===== config.mk =====
export PLATFORM = sky130hd
export DESIGN_NAME = board_io_param_flat
export DESIGN_NICKNAME = d
export VERILOG_FILES = /design/src/rtl/board_io_param_pkg.sv /design/src/rtl/if_io.sv /design/src/rtl/board_io_param_key_debounce.sv /design/src/rtl/board_io_param.sv /design/src/flat_wrapper.sv
export SDC_FILE = /design/constraint.sdc
export NUM_CORES = 1
export LEC_CHECK = 0
export CORE_MARGIN = 2
export CORE_UTILIZATION = 53
export CTS_CLUSTER_SIZE = 16
export DETAILED_ROUTE_END_ITERATION = 16
export PLACE_DENSITY = 0.8
export SETUP_SLACK_MARGIN = 0.5
export SLEW_MARGIN = 10
export SYNTH_ARGS = -nofsm -noshare
export SYNTH_HDL_FRONTEND = slang
export SYNTH_HIERARCHICAL = 1
export SYNTH_SLANG_ARGS = --single-unit

===== constraint.sdc =====
create_clock -name clk -period 3.7 [get_ports clk]
set_clock_uncertainty 0.15 [all_clocks]
set_input_delay 0.555 -clock clk [delete_from_list [all_inputs] [get_ports clk]]
set_output_delay 0.555 -clock clk [all_outputs]
set_load 0.05 [all_outputs]

===== src/rtl/board_io_param_pkg.sv =====
// board_io_param_pkg
// Address map and shared types for the evaluation-board I/O slave on the J1 I/O bus.
// Contents:
//   IO_* localparams : register addresses (HEX digits live at IO_HEX_BASE + i)
//   N_HEX_MAX        : largest number of seven-segment digits the map can address
//   reg_sel_e        : decoded register selection
//   decode_addr()    : bus address -> reg_sel_e
package board_io_param_pkg;

    localparam int IO_W      = 16;
    localparam int N_HEX_MAX = 16;

    localparam logic [IO_W-1:0] IO_LEDG     = 16'h0001;
    localparam logic [IO_W-1:0] IO_LEDR     = 16'h0002;
    localparam logic [IO_W-1:0] IO_KEY      = 16'h0003;
    localparam logic [IO_W-1:0] IO_SW       = 16'h0004;
    localparam logic [IO_W-1:0] IO_KEYEV    = 16'h0005;
    // HEX_BASE is aligned to N_HEX_MAX so the digit index is simply addr[3:0];
    // the old HEX0..HEX3 addresses are HEX_BASE+0..3.
    localparam logic [IO_W-1:0] IO_HEX_BASE = 16'h0010;

    typedef enum logic [2:0] {
        SEL_NONE,
        SEL_KEY,
        SEL_SW,
        SEL_KEYEV,
        SEL_LEDG,
        SEL_LEDR,
        SEL_HEX
    } reg_sel_e;

    function automatic reg_sel_e decode_addr(input logic [IO_W-1:0] a);
        reg_sel_e sel;
        sel = SEL_NONE;
        if (a[IO_W-1:4] == IO_HEX_BASE[IO_W-1:4]) begin
            sel = SEL_HEX;
        end else begin
            case (a)
                IO_LEDG:  sel = SEL_LEDG;
                IO_LEDR:  sel = SEL_LEDR;
                IO_KEY:   sel = SEL_KEY;
                IO_SW:    sel = SEL_SW;
                IO_KEYEV: sel = SEL_KEYEV;
                default:  sel = SEL_NONE;
            endcase
        end
        return sel;
    endfunction

endpackage


===== src/rtl/if_io.sv =====
// if_io
// J1 I/O bus. The CPU drives rd/wr/addr/dout; every slave drives din and the
// system ORs all slave din values together, so an unselected slave returns 0.
// Handshake: no valid/ready. A write takes effect on the clock edge where wr=1;
// a read is combinational, din is valid in the same cycle rd=1 is presented.
interface if_io;
    logic        rd;
    logic        wr;
    logic [15:0] addr;
    logic [15:0] dout;
    logic [15:0] din;

    modport slave  (input rd, input wr, input addr, input dout, output din);
    modport master (output rd, output wr, output addr, output dout, input din);
endinterface


===== src/rtl/board_io_param_key_debounce.sv =====
// key_debounce
// One push button: synchroniser chain, stability counter, debounced level and
// a press indication.
// Ports:
//   clk, reset : clock, synchronous active-high reset
//   key        : raw asynchronous pin (active-low)
//   level      : debounced level, pin polarity (1 = released)
//   press      : high during the cycle whose closing edge moves level 1->0
module key_debounce #(
    parameter int SYNC_STAGES     = 2,
    parameter int DEBOUNCE_CYCLES = 50000
) (
    input  logic clk,
    input  logic reset,
    input  logic key,
    output logic level,
    output logic press
);

    localparam int CW = $clog2(DEBOUNCE_CYCLES);
    localparam logic [CW-1:0] CNT_LAST = CW'(DEBOUNCE_CYCLES - 1);

    logic [SYNC_STAGES-1:0] sync_q;
    logic [CW-1:0]          cnt_q;
    logic                   stable_q;
    logic                   synced;
    logic                   mismatch;
    logic                   accept;

    assign synced   = sync_q[SYNC_STAGES-1];
    assign mismatch = (synced != stable_q);
    assign accept   = mismatch && (cnt_q == CNT_LAST);

    // Combinational so the event register sets on the same edge level falls.
    assign press = accept && !synced;
    assign level = stable_q;

    always_ff @(posedge clk) begin
        if (reset) begin
            sync_q <= '1;
        end else begin
            sync_q <= {sync_q[SYNC_STAGES-2:0], key};
        end
    end

    // Any cycle back at the stable level clears the count, so a bounce
    // restarts the full stable-time.
    always_ff @(posedge clk) begin
        if (reset) begin
            cnt_q    <= '0;
            stable_q <= 1'b1;
        end else if (!mismatch) begin
            cnt_q <= '0;
        end else if (accept) begin
            cnt_q    <= '0;
            stable_q <= synced;
        end else begin
            cnt_q <= cnt_q + CW'(1);
        end
    end

endmodule


===== src/rtl/board_io_param.sv =====
// board_io_param
// Parametrised evaluation-board I/O slave on the J1 I/O bus.
// Ports:
//   clk, reset : clock, synchronous active-high reset
//   key        : N_KEY push buttons, asynchronous, active-low
//   sw         : N_SW toggle switches, asynchronous
//   hex        : N_HEX seven-segment digits, active-low segments
//   ledg, ledr : green / red LEDs
//   io         : J1 I/O bus slave (rd, wr, addr, dout in; din out)
// Registers: LEDG, LEDR, HEX_BASE+i (write/read), KEY, SW (read),
// KEYEV (sticky press events, cleared by reading).
module board_io_param
    import board_io_param_pkg::*;
#(
    parameter int N_KEY           = 4,
    parameter int N_SW            = 10,
    parameter int N_LEDG          = 8,
    parameter int N_LEDR          = 10,
    parameter int N_HEX           = 4,
    parameter int SYNC_STAGES     = 2,
    parameter int DEBOUNCE_CYCLES = 50000
) (
    input  logic                   clk,
    input  logic                   reset,
    input  logic [N_KEY-1:0]       key,
    input  logic [N_SW-1:0]        sw,
    output logic [0:N_HEX-1][6:0]  hex,
    output logic [N_LEDG-1:0]      ledg,
    output logic [N_LEDR-1:0]      ledr,
    if_io.slave                    io
);

    if (N_KEY < 1 || N_KEY > 16) begin : g_bad_n_key
        $error("N_KEY must be in 1..16");
    end
    if (N_SW < 1 || N_SW > 16) begin : g_bad_n_sw
        $error("N_SW must be in 1..16");
    end
    if (N_LEDG < 1 || N_LEDG > 16) begin : g_bad_n_ledg
        $error("N_LEDG must be in 1..16");
    end
    if (N_LEDR < 1 || N_LEDR > 16) begin : g_bad_n_ledr
        $error("N_LEDR must be in 1..16");
    end
    if (N_HEX < 1 || N_HEX > N_HEX_MAX) begin : g_bad_n_hex
        $error("N_HEX must be in 1..16");
    end
    if (SYNC_STAGES < 2) begin : g_bad_sync
        $error("SYNC_STAGES must be >= 2");
    end
    if (DEBOUNCE_CYCLES < 2) begin : g_bad_debounce
        $error("DEBOUNCE_CYCLES must be >= 2");
    end

    logic [N_KEY-1:0] key_level;
    logic [N_KEY-1:0] key_press;
    logic [N_SW-1:0]  sw_synced;
    logic [N_KEY-1:0] keyev_q;
    logic [N_KEY-1:0] keyev_clr;
    logic [15:0]      din_c;
    logic [3:0]       hex_idx;
    reg_sel_e         sel;

    assign sel     = decode_addr(io.addr);
    assign hex_idx = io.addr[3:0];

    for (genvar i = 0; i < N_KEY; i++) begin : g_key
        key_debounce #(
            .SYNC_STAGES     (SYNC_STAGES),
            .DEBOUNCE_CYCLES (DEBOUNCE_CYCLES)
        ) u_debounce (
            .clk   (clk),
            .reset (reset),
            .key   (key[i]),
            .level (key_level[i]),
            .press (key_press[i])
        );
    end

    for (genvar b = 0; b < N_SW; b++) begin : g_sw
        logic [SYNC_STAGES-1:0] q;
        always_ff @(posedge clk) begin
            if (reset) begin
                q <= '0;
            end else begin
                q <= {q[SYNC_STAGES-2:0], sw[b]};
            end
        end
        assign sw_synced[b] = q[SYNC_STAGES-1];
    end

    // Output registers. HEX digits beyond N_HEX simply match nothing.
    always_ff @(posedge clk) begin
        if (reset) begin
            ledg <= '0;
            ledr <= '0;
            hex  <= '1;
        end else if (io.wr) begin
            case (sel)
                SEL_LEDG: ledg <= io.dout[N_LEDG-1:0];
                SEL_LEDR: ledr <= io.dout[N_LEDR-1:0];
                SEL_HEX: begin
                    for (int i = 0; i < N_HEX; i++) begin
                        if (hex_idx == 4'(i)) begin
                            hex[i] <= ~io.dout[6:0];
                        end
                    end
                end
                default: ;
            endcase
        end
    end

    // Only the bits actually returned by this read are cleared; a press landing
    // on the same edge is ORed in afterwards so it is never lost.
    assign keyev_clr = (io.rd && sel == SEL_KEYEV) ? keyev_q : '0;

    always_ff @(posedge clk) begin
        if (reset) begin
            keyev_q <= '0;
        end else begin
            keyev_q <= (keyev_q & ~keyev_clr) | key_press;
        end
    end

    // Read mux; register state is read before any same-cycle write lands.
    always_comb begin
        din_c = '0;
        if (io.rd) begin
            case (sel)
                SEL_KEY:   din_c[N_KEY-1:0]  = key_level;
                SEL_SW:    din_c[N_SW-1:0]   = sw_synced;
                SEL_KEYEV: din_c[N_KEY-1:0]  = keyev_q;
                SEL_LEDG:  din_c[N_LEDG-1:0] = ledg;
                SEL_LEDR:  din_c[N_LEDR-1:0] = ledr;
                SEL_HEX: begin
                    for (int i = 0; i < N_HEX; i++) begin
                        if (hex_idx == 4'(i)) begin
                            din_c[6:0] = ~hex[i];
                        end
                    end
                end
                default: din_c = '0;
            endcase
        end
    end

    assign io.din = din_c;

endmodule


===== src/flat_wrapper.sv =====
// flat-port wrapper written by rule: the top's interface ports become plain ports
module board_io_param_flat import board_io_param_pkg::*;
#(
    parameter int N_KEY           = 4,
    parameter int N_SW            = 10,
    parameter int N_LEDG          = 8,
    parameter int N_LEDR          = 10,
    parameter int N_HEX           = 4,
    parameter int SYNC_STAGES     = 2,
    parameter int DEBOUNCE_CYCLES = 50000
)
  (clk, reset, key, sw, hex, ledg, ledr, io_rd, io_wr, io_addr, io_dout, io_din);
  if_io io_i ();
  input  logic clk;
  input  logic reset;
  input  logic [N_KEY-1:0] key;
  input  logic [N_SW-1:0] sw;
  output logic [0:N_HEX-1][6:0] hex;
  output logic [N_LEDG-1:0] ledg;
  output logic [N_LEDR-1:0] ledr;
  input wire logic [$bits(io_i.rd)-1:0] io_rd;
  input wire logic [$bits(io_i.wr)-1:0] io_wr;
  input wire logic [$bits(io_i.addr)-1:0] io_addr;
  input wire logic [$bits(io_i.dout)-1:0] io_dout;
  output wire logic [$bits(io_i.din)-1:0] io_din;
  assign io_i.rd = io_rd;
  assign io_i.wr = io_wr;
  assign io_i.addr = io_addr;
  assign io_i.dout = io_dout;
  assign io_din = io_i.din;
  board_io_param #(.N_KEY(N_KEY), .N_SW(N_SW), .N_LEDG(N_LEDG), .N_LEDR(N_LEDR), .N_HEX(N_HEX), .SYNC_STAGES(SYNC_STAGES), .DEBOUNCE_CYCLES(DEBOUNCE_CYCLES)) u_core (.clk(clk), .reset(reset), .key(key), .sw(sw), .hex(hex), .ledg(ledg), .ledr(ledr), .io(io_i));
endmodule

==> impl_table.tex, run 1 <==
\begin{tabular}{lr}
\hline
Metric & Value \\
\hline
\multicolumn{2}{l}{\textbf{GRT}} \\
\quad Vias in the first global route & slightly above 6000 \\
\quad Maximum number of pins on one net before global-route repair & 67 \\
\quad Total gr overflow & 0 \\
\quad Wire length of the first global-routing pass & approximately 29000 microns \\
\quad Aggregate global-route resource usage & 0.2776 \\
\quad Number of antenna violations at the first check in global routing & 0 \\
\multicolumn{2}{l}{\textbf{Yosys}} \\
\quad Cell variety after synth & 50 \\
\quad Average cell area after synthesis & between 9 and 10 sq um \\
\quad Synthesized instance count & 715 \\
\quad Count of flip-flops with a built-in enable after synthesis & 0 \\
\quad Synthesized cell area & around 6500 sq um \\
\quad Portion of the post-synthesis area used by sequential elements & 0.4500 \\
\quad Post-synthesis register bit count & around 150 \\
\quad Dominant cells by area after synthesis & sky130\_fd\_sc\_hd\_\_dfxtp\_1 (45\%), sky130\_fd\_sc\_hd\_\_xnor2\_1 (7.6\%), sky130\_fd\_sc\_hd\_\_nor2\_1 (4.7\%) \\
\quad Post-synth ARST share & 0 \\
\quad Number of synthesis warnings & 6 \\
\quad Area share of the leading cell type in the synthesized netlist & 0.4500 \\
\quad Most frequently used flop master after synthesis & sky130\_fd\_sc\_hd\_\_dfxtp\_1 \\
\quad Cell type contributing the most total cell area after synthesis & sky130\_fd\_sc\_hd\_\_dfxtp\_1 \\
\multicolumn{2}{l}{\textbf{Detailed routing}} \\
\quad Number of vias per cell after detailed routing & around 6 \\
\quad Vias & between 5000 and 6000 \\
\quad Final wirelength & approximately 18000 microns \\
\quad Detailed Routing Iterations Pass 1 & 5 \\
\quad Drt initial violations & between 400 and 500 \\
\quad Per-cell routed wire length & 17.68 microns \\
\quad Residual antenna-violating net count after detailed routing & 0 \\
\quad Drt drc & 0 \\
\multicolumn{2}{l}{\textbf{Cells and area}} \\
\quad Utilization after layout & 0.7211 \\
\quad Non-filler instance count after layout & around 990 \\
\quad Fraction of final layout cells with drive strength greater than 1 & 0.1694 \\
\quad Final Net Count & 885 \\
\quad Area growth from synthesis to layout & 33.37\% \\
\multicolumn{2}{l}{\textbf{Power}} \\
\quad Largest vdd supply drop & roughly 0.00037 V \\
\quad Reported leakage power & $\sim$2.9 nW \\
\quad Power density over the cells & around 420 nW/um\^{}2 \\
\quad Total Power Consumption & approximately 0.0036 W \\
\multicolumn{2}{l}{\textbf{Clocking}} \\
\quad Clock transition time at the flip-flop clock pins of the worst setup and hold paths & $\sim$0.060 ns \\
\quad Clock Root Buffer & sky130\_fd\_sc\_hd\_\_clkbuf\_16 \\
\quad Later-pin clock latency in the skew report & between 0.4 and 0.5 ns \\
\quad Clock sink total & between 100 and 150 \\
\quad CTS tree & done \\
\quad Count of hold buffers inserted by post-cts repair & 0 \\
\quad Deepest clock path buffer count & 2 \\
\quad \# H-tree levels & 4 \\
\quad Total CTS buffers & 17 \\
\multicolumn{2}{l}{\textbf{Worst setup path}} \\
\quad Largest stage delay on the critical path & about 0.50 ns \\
\quad Startpoint-to-endpoint class of the critical path & in2out \\
\quad Startpoint type of the worst setup path & primary input \\
\quad Required time of the critical path & about 3 ns \\
\quad CP cell instances & dlygate4sd2\_1, buf\_4, or3b\_2, nor4\_4, buf\_6, a32o\_1, o31a\_1, buf\_12 \\
\quad Slowest stage cell on the critical path & sky130\_fd\_sc\_hd\_\_or3b\_2 \\
\quad Max FO, Critical Path & 7 \\
\quad Capturing element type of the critical path & output pin \\
\quad Endpoint arrival time on the critical path & between 2 and 2.5 ns \\
\quad Worst-case reg-to-reg path depth & 5 \\
\multicolumn{2}{l}{\textbf{Placement}} \\
\quad Total instance count after detailed placement & $\sim$950 \\
\quad Input/output buffers & between 90 and 100 \\
\quad Estimated wirelength of the detail-placed design & about 12000 microns \\
\quad Final GP Congestion & just under 0.9 \\
\multicolumn{2}{l}{\textbf{Timing}} \\
\quad Highest achievable clock rate & 314.3 MHz \\
\quad Final Hold Vio Count & 0 \\
\quad Final max-slew violation count & 0 \\
\quad Setup repair after global routing missed its margin & yes \\
\quad Setup TNS Final & 0 ns \\
\quad Final cycle utilization of the critical path & 0.8600 \\
\quad Slew Limit Headroom & 0.5345 \\
\quad Final number of setup-violating endpoints & 0 \\
\quad Minimum clock period after layout & 3.182 ns \\
\quad Transition time at the pin with the least slew margin & $\sim$0.70 ns \\
\multicolumn{2}{l}{\textbf{Worst hold path}} \\
\quad Min-Delay Path Class & reg2reg \\
\quad WHS Path Cells & 1 \\
\multicolumn{2}{l}{\textbf{Floorplan}} \\
\quad Num ports & about 110 \\
\quad Floorplan die width & $\sim$110 microns \\
\quad Starting density of the core & 0.5407 \\
\quad DIE AREA & 13160 sq um \\
\quad Die Y & between 100 and 150 microns \\
\quad Number of rows in the core area & 40 \\
\quad Placeable core area & around 12000 sq um \\
\multicolumn{2}{l}{\textbf{Outcome}} \\
\quad Outcome & completed \\
\multicolumn{2}{l}{\textbf{Job}} \\
\quad Max\_cap viols & 0 \\
\hline
\end{tabular}
## worst max-delay path: cells and delay by family
kind / cells / cell delay (ns)
and+or+nand+nor: 2 / 0.81
AOI/OAI and AO/OA: 2 / 0.34
buffers and inverters: 4 / 0.77
## kinds of logic (layout without fill, tap and decap cells)
logic type                 after synthesis  count (layout)  synth area share
adders and majority gates                4               4          0.007706
xor gates and xnor gates                60              60           0.08091
DFF                                    146             146            0.4500
AOI/OAI and AO/OA                       98              98            0.1069
other                                    1               7         0.0005774
and+or+nand+nor                        324             325            0.2699
buffers and inverters                   71             194           0.05278
muxes                                   11              11           0.03121
## synthesized netlist by cell type, types with 5 or more instances
master	instances
sky130_fd_sc_hd__nor4_1	20
sky130_fd_sc_hd__mux4_2	7
sky130_fd_sc_hd__nor2_1	82
sky130_fd_sc_hd__a21oi_1	24
sky130_fd_sc_hd__inv_1	29
sky130_fd_sc_hd__or2_2	11
sky130_fd_sc_hd__clkbuf_1	25
sky130_fd_sc_hd__xnor2_1	56
sky130_fd_sc_hd__or4b_1	7
sky130_fd_sc_hd__nand2_1	17
sky130_fd_sc_hd__o21ai_0	19
sky130_fd_sc_hd__nor2b_1	23
sky130_fd_sc_hd__buf_6	7
sky130_fd_sc_hd__nor3_1	50
sky130_fd_sc_hd__and3_1	11
sky130_fd_sc_hd__or4_4	5
sky130_fd_sc_hd__buf_4	6
sky130_fd_sc_hd__nand3_1	53
sky130_fd_sc_hd__nand4_1	19
sky130_fd_sc_hd__nor3b_1	5
sky130_fd_sc_hd__dfxtp_1	146
sky130_fd_sc_hd__a211o_1	32
## metrics by stage
stage	setup WS, ns	instance area (sq um)	hold slack [ns]
2_1_floorplan	0.5193	6623	0.2395
3_3_place_gp	0.1996	7839	0.2499
3_5_place_dp	0.1231	7839	0.2455
4_1_cts	0.5027	8605	0.2602
5_1_grt	0.4788	8660	0.2868
6_report	0.5179	8662	0.2568
## path summary, 6_finish.rpt
kind                                         from                                    to  slack [ns]
max                                    io_addr[3]                             io_din[5]        0.52
min          u_core/g_key[0].u_debounce/sync_q[0]  u_core/g_key[0].u_debounce/sync_q[1]        0.26
min reg2reg  u_core/g_key[0].u_debounce/sync_q[0]  u_core/g_key[0].u_debounce/sync_q[1]        0.26
max reg2reg   u_core/g_key[0].u_debounce/cnt_q[4]                     u_core/keyev_q[0]        1.60
## flip-flops by register name, indices dropped and copies added (netlist names)
register and count:
u_core/ledg 8, u_core/g_key.u_debounce/cnt_q 64, u_core/ledr 10, u_core/hex 28, u_core/g_sw.q 20, u_core/g_key.u_debounce/sync_q 8, u_core/keyev_q 4, u_core/g_key.u_debounce/level 4
## layer usage
layer | track usage | wire length, microns
met3 | 0.07305 | 1263
met1 | 0.3224 | 6790
met4 | 0.1430 | 589
met5 | 0 | 0
met2 | 0.4730 | 8895
## cells in the final DEF, fill, tap and decap left out, types with 10 or more instances in the layout
cell | Yosys | routed
sky130_fd_sc_hd__nor4_1 | 20 | 15
sky130_fd_sc_hd__a21oi_1 | 24 | 22
sky130_fd_sc_hd__dfxtp_1 | 146 | 146
sky130_fd_sc_hd__and3_1 | 11 | 11
sky130_fd_sc_hd__clkdlybuf4s50_1 | 0 | 72
sky130_fd_sc_hd__or2_2 | 11 | 11
sky130_fd_sc_hd__clkbuf_16 | 0 | 17
sky130_fd_sc_hd__a211o_1 | 32 | 32
sky130_fd_sc_hd__buf_12 | 0 | 10
sky130_fd_sc_hd__nor2b_1 | 23 | 23
sky130_fd_sc_hd__nand2_1 | 17 | 17
sky130_fd_sc_hd__o21ai_0 | 19 | 19
sky130_fd_sc_hd__xnor2_1 | 56 | 56
sky130_fd_sc_hd__nand3_1 | 53 | 52
sky130_fd_sc_hd__nand4_1 | 19 | 19
sky130_fd_sc_hd__nor2_1 | 82 | 81
sky130_fd_sc_hd__nor3_1 | 50 | 49
sky130_fd_sc_hd__inv_1 | 29 | 29
sky130_fd_sc_hd__buf_4 | 6 | 29
## area by class of cell
| class | count | area (sq um) |
|---|---|---|
| tap | 147 | 183.9 |
| inverter | 29 | 108.9 |
| clock inverter | 15 | 214.0 |
| fill | 856 | 3349 |
| timing repair buffer | 133 | 1323 |
| clock buffer | 17 | 425.4 |
| multi-input combinational | 504 | 3482 |
| sequential | 146 | 2923 |
| antenna | 1 | 2.502 |
## where the power goes
group	total, W	switching, W	internal (W)
Sequential	0.00159	0.00000580	0.00159
Clock	0.00185	0.000665	0.00119
Combinational	0.000157	0.0000911	0.0000657
Total	0.00361	0.000762	0.00284
## repair_timing
item,4_1_cts,5_1_grt
gates cloned,3,1
setup endpoints to repair,10,10
resized for setup,36,20
pin swaps,17,11
buffers inserted,4,3
(Power assumes the default switching activity.)
==> run 2: changes to the inputs <==
Settings changed: CAP_MARGIN set to 40.
==> results of run 2 <==
Same layout as run 1: the final DEF is identical, and so are final timing and power.
==> run 3: changes to the inputs <==
Settings changed: SYNTH_HIERARCHICAL 1 to unset.
==> run 3 against run 2 <==
  * Synthesized cell count rose by 1.7%
  * Area after synthesis rose by 1.3%
  * Power rose by 1.9%
  * Register-to-register slack got worse by 0.25 ns
  * Sequential cell count did not move
  * Worst hold slack improved by 0.016 ns
  * Worst setup slack improved by 0.059 ns
  * Non-clock buffer count fell by 21
  * Clock power rose by 3%
  * Utilization fell by 1.2 points
  * Via count fell by 1.9%
  * Highest routed layer unchanged
==> impl_table.tex, run 3 <==
\begin{tabular}{lr}
\hline
Metric & Value \\
\hline
\multicolumn{2}{l}{\textbf{Cells and area}} \\
\quad Combined area of the multi-input logic cells & around 3500 sq um \\
\quad Area growth from synthesis to layout & 30.05\% \\
\quad Fraction of final layout cells with drive strength greater than 1 & 0.1108 \\
\quad Area taken by flip-flops and latches & 2923 sq um \\
\quad Leading cell type in the layout, fill and taps excluded & sky130\_fd\_sc\_hd\_\_dfxtp\_1 \\
\quad Number of filler cells placed in the layout & between 800 and 900 \\
\quad Commonest cells after routing, fill and taps aside & sky130\_fd\_sc\_hd\_\_dfxtp\_1 (146), sky130\_fd\_sc\_hd\_\_nor2\_1 (88), sky130\_fd\_sc\_hd\_\_clkdlybuf4s50\_1 (81) \\
\quad Final Net Count & roughly 870 \\
\quad Largest regs & u\_core.g\_key.u\_debounce.cnt\_q: 64 flops, u\_core.hex: 28 flops, u\_core.g\_sw.q: 20 flops \\
\quad Most flops, register & u\_core.g\_key.u\_debounce.cnt\_q \\
\quad Total non-filler cell area in the finished layout & between 8000 and 9000 sq um \\
\quad Flip-flop count of the largest register, all copies and words added & 64 \\
\multicolumn{2}{l}{\textbf{Yosys}} \\
\quad Count of flip-flops with a built-in enable after synthesis & 0 \\
\quad Fraction of the mapped netlist area in compound gates & 0.1033 \\
\quad Post-synthesis share of cell area spent on xor and xnor gates & 0.07322 \\
\quad Dominant cells by area after synthesis & sky130\_fd\_sc\_hd\_\_dfxtp\_1 (44\%), sky130\_fd\_sc\_hd\_\_nor2\_1 (5.0\%), sky130\_fd\_sc\_hd\_\_xnor2\_1 (4.1\%) \\
\quad Portion of the post-synthesis area used by sequential elements & 0.4443 \\
\quad Cell variety after synth & 60 \\
\quad Combinational family with the most area after synthesis & simple AND/OR/NAND/NOR gates \\
\quad Area share of the leading cell type in the synthesized netlist & 0.4443 \\
\quad Area share of fa/ha/maj cells after synthesis & 0.007607 \\
\quad Synthesized cell area & $\sim$6600 sq um \\
\quad Post-synth ARST share & 0 \\
\quad Cell type contributing the most total cell area after synthesis & sky130\_fd\_sc\_hd\_\_dfxtp\_1 \\
\quad Synth cell count leaders & sky130\_fd\_sc\_hd\_\_dfxtp\_1 (146), sky130\_fd\_sc\_hd\_\_nor2\_1 (88), sky130\_fd\_sc\_hd\_\_nand3\_1 (45) \\
\quad Multiplexer fraction of the synthesized cell area & 0.04983 \\
\quad Simple logic cell fraction of the synthesized area & 0.2819 \\
\quad Average cell area after synthesis & slightly above 9 sq um \\
\quad Most frequently used flop master after synthesis & sky130\_fd\_sc\_hd\_\_dfxtp\_1 \\
\quad Synthesized instance count & $\sim$730 \\
\quad Post-synthesis register bit count & 146 \\
\quad Number of synthesis warnings & 0 \\
\quad Most frequently used cell type in the post-synthesis netlist & sky130\_fd\_sc\_hd\_\_dfxtp\_1 \\
\multicolumn{2}{l}{\textbf{Worst setup path}} \\
\quad Endpoint arrival time on the critical path & around 2.4 ns \\
\quad Worst-case reg-to-reg path depth & 5 \\
\quad Source of the worst register-to-register timing path & u\_core.g\_key[3].u\_debounce.cnt\_q[0] \\
\quad RR Endpoint & u\_core.g\_key[3].u\_debounce.cnt\_q[10] \\
\quad Worst-case register-to-register setup slack & 1.35 ns \\
\quad Startpoint type of the worst setup path & primary input \\
\quad Capturing element type of the critical path & output pin \\
\quad Startpoint-to-endpoint class of the critical path & in2out \\
\quad Required time of the critical path & $\sim$3 ns \\
\quad Max FO, Critical Path & 6 \\
\multicolumn{2}{l}{\textbf{Floorplan}} \\
\quad Placeable core area & 12060 sq um \\
\quad Floorplan die width & approximately 120 microns \\
\quad Die Y & approximately 120 microns \\
\quad DIE AREA & between 10000 and 15000 sq um \\
\quad Number of rows in the core area & 40 \\
\quad Starting density of the core & 0.5454 \\
\quad Num ports & $\sim$110 \\
\multicolumn{2}{l}{\textbf{Timing}} \\
\quad Worst Hold Slack & approximately 0.27 ns \\
\quad Highest achievable clock rate & approximately 320 MHz \\
\quad Setup repair after global routing missed its margin & no \\
\quad Minimum clock period after layout & between 3 and 4 ns \\
\quad Final Hold Vio Count & 0 \\
\quad Setup TNS Final & 0 ns \\
\quad Transition time at the pin with the least slew margin & 0.7626 ns \\
\quad Slew Limit Headroom & 0.4910 \\
\quad Final max-slew violation count & 0 \\
\quad Final number of setup-violating endpoints & 0 \\
\quad Final cycle utilization of the critical path & 0.8440 \\
\multicolumn{2}{l}{\textbf{Worst hold path}} \\
\quad Min-Delay Startpoint & u\_core.g\_key[3].u\_debounce.sync\_q[0] \\
\quad WHS Path Cells & 1 \\
\quad Worst Hold End & u\_core.g\_key[3].u\_debounce.sync\_q[1] \\
\quad Min-Delay Path Class & reg2reg \\
\multicolumn{2}{l}{\textbf{Clocking}} \\
\quad Later-pin clock latency in the skew report & between 0.4 and 0.5 ns \\
\quad \# H-tree levels & 4 \\
\quad Clock sink total & between 100 and 150 \\
\quad Deepest clock path buffer count & 2 \\
\quad Clock transition time at the flip-flop clock pins of the worst setup and hold paths & around 0.060 ns \\
\quad CTS tree & done \\
\quad Total CTS buffers & 17 \\
\quad Setup repair bufs after CTS & 0 \\
\quad Clock Root Buffer & sky130\_fd\_sc\_hd\_\_clkbuf\_16 \\
\quad Count of hold buffers inserted by post-cts repair & 0 \\
\multicolumn{2}{l}{\textbf{Power}} \\
\quad Largest vdd supply drop & $\sim$0.00038 V \\
\quad Total Power Consumption & 0.003672 W \\
\quad Reported leakage power & 2.935 nW \\
\quad Power density over the cells & $\sim$430 nW/um\^{}2 \\
\multicolumn{2}{l}{\textbf{GRT}} \\
\quad Maximum number of pins on one net before global-route repair & between 40 and 50 \\
\quad Total gr overflow & 0 \\
\quad Number of antenna violations at the first check in global routing & 1 \\
\quad Vias in the first global route & around 5600 \\
\quad Wire length of the first global-routing pass & roughly 27000 microns \\
\quad Aggregate global-route resource usage & 0.2618 \\
\multicolumn{2}{l}{\textbf{Detailed routing}} \\
\quad Number of vias per cell after detailed routing & approximately 5.8 \\
\quad Final wirelength & $\sim$17000 microns \\
\quad Vias & approximately 5800 \\
\quad Per-cell routed wire length & 17.12 microns \\
\quad Drt initial violations & between 600 and 700 \\
\quad Residual antenna-violating net count after detailed routing & 0 \\
\quad Drt drc & 0 \\
\quad Detailed Routing Iterations Pass 1 & 7 \\
\multicolumn{2}{l}{\textbf{Placement}} \\
\quad Final GP Congestion & between 0.8 and 0.9 \\
\quad Input/output buffers & $\sim$100 \\
\quad Placement-stage cell area & approximately 8000 sq um \\
\quad Estimated wirelength of the detail-placed design & about 12000 microns \\
\multicolumn{2}{l}{\textbf{Outcome}} \\
\quad Outcome & completed \\
\multicolumn{2}{l}{\textbf{Job}} \\
\quad Max\_cap viols & 0 \\
\hline
\end{tabular}
## run 3: changes by cell type in the layout (fill, tap and decap cells not counted), moves of 15 or more
cell,before,now
sky130_fd_sc_hd__o211ai_1,0,15
sky130_fd_sc_hd__o21ai_0,19,44
sky130_fd_sc_hd__mux2i_1,0,17
sky130_fd_sc_hd__nor3_1,49,8
sky130_fd_sc_hd__inv_1,29,13
sky130_fd_sc_hd__nand3b_1,0,16
sky130_fd_sc_hd__xnor2_1,56,31
sky130_fd_sc_hd__xor2_1,4,24
sky130_fd_sc_hd__buf_4,29,10
sky130_fd_sc_hd__a211o_1,32,0
## run 3: worst max-delay path: stages
cell                              delay [ns]
sky130_fd_sc_hd__clkdlybuf4s50_1        0.51
sky130_fd_sc_hd__or2_2                  0.43
sky130_fd_sc_hd__or4_4                  0.50
sky130_fd_sc_hd__o22ai_4                0.25
sky130_fd_sc_hd__buf_12                 0.17
## run 3: timing repair
action,4_1_cts,5_1_grt
pin swaps,3,5
resized for setup,10,12
setup endpoints to repair,7,8
hold endpoints to repair,0,0
cloned,0,0
## run 3: worst max-delay path by stage
stage,start,to,slack (ns),cells after the start
2_1_floorplan,io_addr[9],io_din[0],0.52,4
3_3_place_gp,io_addr[2],io_din[3],0.37,5
3_5_place_dp,io_addr[2],io_din[3],0.34,5
4_1_cts,io_addr[9],io_din[1],0.51,7
5_1_grt,io_addr[1],io_din[6],0.49,8
6_report,io_addr[3],io_din[3],0.58,5
## run 3: where the power goes
part           leakage [nW]  internal (W)  switching (W)
logic                  1.43     0.0000767      0.0000974
registers              1.18       0.00159     0.00000635
clock network         0.323       0.00123       0.000672
total                  2.93       0.00290       0.000776
## run 3: routing by layer
layer	vias up	routed length, microns	track usage
met2	255	8431	0.4405
met3	45	1226	0.06590
met5	-	0	0
met1	2758	6925	0.3138
li1	2754	-	-
met4	0	522	0.1253
## run 3: cell type report
class / instances / share of cell area
flip-flops and latches: 146 / 0.3416
repair buffers: 112 / 0.1419
well taps: 168 / 0.02457
diodes: 1 / 0.0002925
clock inverters: 13 / 0.02428
inverters: 13 / 0.005703
clock buffers: 19 / 0.05294
multi-input cells: 527 / 0.4087
## run 3: cell families (layout without fill, tap and decap cells)
kind of cell    after synthesis  after routing
xor+xnor                     55             55
fa+ha+maj                     4              4
mux                          24             24
other cells                   1              7
buf+inv                      59            157
compound gates              117            117
flops                       146            146
simple gates                321            321
## run 3: metrics by stage
stage / worst slack (ns) / util / std cells
after CTS: 0.5115 / 0.7045 / 998
final: 0.5773 / 0.7093 / 999
after floorplan: 0.5186 / - / 732
after global placement: 0.3717 / 0.6455 / 965
after detailed placement: 0.3418 / 0.6462 / 966
after global routing: 0.4880 / 0.7093 / 999
